--- config.mk ---
export PLATFORM = sky130hd
export DESIGN_NAME = full_subtractor_3
export DESIGN_NICKNAME = d
export VERILOG_FILES = /design/src/rtl/full_subtractor_3.sv
export SDC_FILE = /design/constraint.sdc
export NUM_CORES = 1
export LEC_CHECK = 0
export BUFFER_PORTS_ARGS = -buffer_cell sky130_fd_sc_hd__buf_2
export CORE_AREA = 2 2 39 41
export CTS_BUF_LIST = sky130_fd_sc_hd__clkbuf_4
export CTS_CLUSTER_SIZE = 8
export DETAILED_ROUTE_END_ITERATION = 8
export DIE_AREA = 0 0 41 43
export GPL_ROUTABILITY_DRIVEN = 1
export GPL_TIMING_DRIVEN = 0
export MAX_ROUTING_LAYER = met4
export SETUP_SLACK_MARGIN = 0.4
export SKIP_CTS_REPAIR_TIMING = 1
export SYNTH_ARGS = -nofsm -noshare
export SYNTH_HDL_FRONTEND = slang
export SYNTH_SLANG_ARGS = --single-unit
--- constraint.sdc ---
create_clock -name clk -period 0.8 [get_ports clk]
set_input_delay 0.12 -clock clk [delete_from_list [all_inputs] [get_ports clk]]
set_output_delay 0.12 -clock clk [all_outputs]
set_load 0.03 [all_outputs]
--- src/rtl/full_subtractor_3.sv ---
// Registered ripple-borrow subtractor: {B, D} = X - Y - Z, one-cycle latency.
// D/B load only on accepted inputs and otherwise keep their last result;
// out_valid follows in_valid by one cycle. rst clears everything asynchronously.
module full_subtractor_3 #(
  parameter int WIDTH = 1
) (
  input  logic             clk,
  input  logic             rst,
  output logic [WIDTH-1:0] D,
  output logic             B,
  input  logic [WIDTH-1:0] X,
  input  logic [WIDTH-1:0] Y,
  input  logic             Z,
  input  logic             in_valid,
  output logic             out_valid
);

  // Bit-serial borrow chain, LSB first; returns {borrow_out, difference}.
  function automatic logic [WIDTH:0] ripple_sub(
    input logic [WIDTH-1:0] x,
    input logic [WIDTH-1:0] y,
    input logic             borrow_in
  );
    logic             b;
    logic [WIDTH-1:0] d;
    b = borrow_in;
    d = '0;
    for (int i = 0; i < WIDTH; i++) begin
      d[i] = x[i] ^ y[i] ^ b;
      b    = (~x[i] & y[i]) | (~x[i] & b) | (y[i] & b);
    end
    return {b, d};
  endfunction

  logic [WIDTH-1:0] diff_s;
  logic             borrow_s;

  // Combinational difference and final borrow for the current operands.
  always_comb begin
    diff_s   = '0;
    borrow_s = 1'b0;
    {borrow_s, diff_s} = ripple_sub(X, Y, Z);
  end

  // Result registers: capture on valid input, hold otherwise; valid is a plain delay.
  always_ff @(posedge clk or posedge rst) begin
    if (rst) begin
      D         <= '0;
      B         <= 1'b0;
      out_valid <= 1'b0;
    end else begin
      out_valid <= in_valid;
      if (in_valid) begin
        D <= diff_s;
        B <= borrow_s;
      end else begin
        D <= D;
        B <= B;
      end
    end
  end

endmodule

==> impl_metrics.tcl <==
set metrics [dict create \
    start_util_pct 9.132 \
    final-instance-count-excl-fill 38 \
    hold_ws_ns -0.2565 \
    worst_pin_slew_ns 0.1256 \
    power_mw 0.6307 \
    grt_pass1_vias 114 \
    globalplace.congestion 0.5639 \
    dp_cells 33 \
    synthCells 9 \
    ios 9 \
    crit_path_end_kind "primary output" \
    relSlewSlack_pct 91.63 \
    numCtsBuffers 3 \
    critical_path_buf_inv_count 1 \
    cap_viol_max_count 0 \
    synth_nets 16 \
    drive_gt1_share_pct 90.91 \
    rsz0062_at_grt "yes" \
    cts_max_level 1 \
    core_um2 1384 \
    die_w_um 41 \
    nNetsFinal 30 \
    drtIter0Drc 0 \
    violations "negative hold slack, negative setup slack" \
    cts_tree "done" \
    syn-cell-area_um2 126.4 \
    vias 104 \
    grt_max_degree 5 \
    num_rows 14 \
    hold_class "in -> async" \
    antenna_found_initial 0 \
    ant_nets 0 \
    syn_area_per_cell_um2 14.04 \
    fin_crit_sh_pct 112.0 \
    slew_violations 0 \
    status "finished with violations" \
    arrival_ns 0.78 \
    die-area_um2 1763 \
    dp_hpwl_um 214.7 \
    wl_um 283 \
    synthToLayoutAreaGrowth_pct 108.9 \
    path_clk_slew_ns 0.04 \
    root_buffer "clkbuf_4" \
    cpMaxStageDelayCell "dfrtp_2" \
    final_hold_viol_count 3 \
    final_common_cell "buf_2" \
    criticalPathCategory "reg -> out" \
    crit_required_ns 0.68 \
    portBuffers 8 \
    cts_buffer_depth 2 \
    wl_per_cell_um 7.447 \
    place_ws_ns -0.1840 \
    p_leak_nw 0.1236 \
    cts.sinks 3 \
    grt-ovfl-total 0 \
    crit_fanout 2 \
    yosysWarnings 0 \
    skew_ns 0 \
    ys_seq_area_share_pct 59.41 \
    dr.pass1.iters 1 \
    critPathTopFamily "flip-flops" \
    path_cells "buf_6" \
    layout_common_cells "5 x buf_2, 4 x clkbuf_4, 4 x buf_6, 3 x dfrtp_2, 2 x inv_1" \
    tns_ns -0.2627 \
    via_per_inst 2.737 \
    drcViolationCount 0 \
    clk_latency_ns 0.23 \
    worst_slack_ns -0.09585 \
    die_y_um 43 \
    layout_min_cycle_time_ns 0.8959 \
    critPathLaunchType "register" \
    setup_viol 3 \
    track_usage_pct 4.762 \
    synth.distinct_cells 6 \
    fmax_mhz 1116 \
    nFillCells 156 \
    powerDensity_nw_per_um2 2389 \
    max_stage_delay_ns 0.40 \
    grt_pass1_wl_um 448 \
    synth_seq_cells 3 \
    ir_drop_mv 0.5182 \
    antenna_cells 0 \
]
[worst paths after layout]
check,startpoint,slack (ns),to,cells after the start
worst max-delay path,D,-0.1,D,1
worst min-delay path,rst,-0.26,B,2
worst max register to register,B,0.01,B,1
worst min register to register,B,0.53,B,1
max in group asynchronous,rst,0.92,D,2
min in group clk,in_valid,0.08,out_valid,1
[where the power goes]
group / internal (mW) / switching, mW / leakage [nW]
clock: 0.221 / 0.0769 / 0.0184
combinational: 0.0770 / 0.0704 / 0.0736
sequential: 0.173 / 0.0132 / 0.0316
[area by class of cell]
cell class | count | area, um^2 | share of cell area [%]
Multi-Input combinational cell | 4 | 57.56 | 21.80
Timing Repair Buffer | 9 | 70.07 | 26.54
Clock buffer | 4 | 30.03 | 11.37
Inverter | 2 | 7.507 | 2.844
Tap cell | 16 | 20.02 | 7.583
Sequential cell | 3 | 78.83 | 29.86
[kinds of logic after synthesis]
logic type	Yosys count	share of synthesized area, %
AO/OA/AOI/OAI	1	3.957
adder cells (fa/ha/maj)	1	15.84
multiplexers	1	11.88
buffers and inverters	2	5.943
AND/OR/NAND/NOR	1	2.967
flip-flops	3	59.40
[flip-flops by register name, indices dropped and copies added, names as in the netlist]
name / flops
B: 1
D: 1
out_valid: 1
[synth_stat cells]
cell type	number	area [um^2]
mux2_4	1	15.01
fa_1	1	20.02
inv_1	2	7.510
nor2_1	1	3.750
a21oi_1	1	5.000
dfrtp_1	3	75.07
[layer usage]
layer | vias to the layer above | share of wire, % | GRT usage (%) | routed length (um)
li1 | 53 | - | - | -
met1 | 40 | 43 | 5.902 | 121
met2 | 11 | 34 | 3.125 | 95
met3 | 0 | 23 | 6.283 | 66
met4 | 0 | 0 | 4.000 | 0
met5 | - | 0 | - | 0
[per-stage QoR]
| step | area (um^2) | util [%] |
|---|---|---|
| final | 264.0 | 19.08 |
| after global routing | 264.0 | 19.08 |
| after CTS | 222.7 | 16.09 |
| after detailed placement | 192.7 | 13.92 |
| after floorplan | 132.6 | - |
| after global placement | 192.7 | 13.92 |
Power figures use the tool's default switching activity.
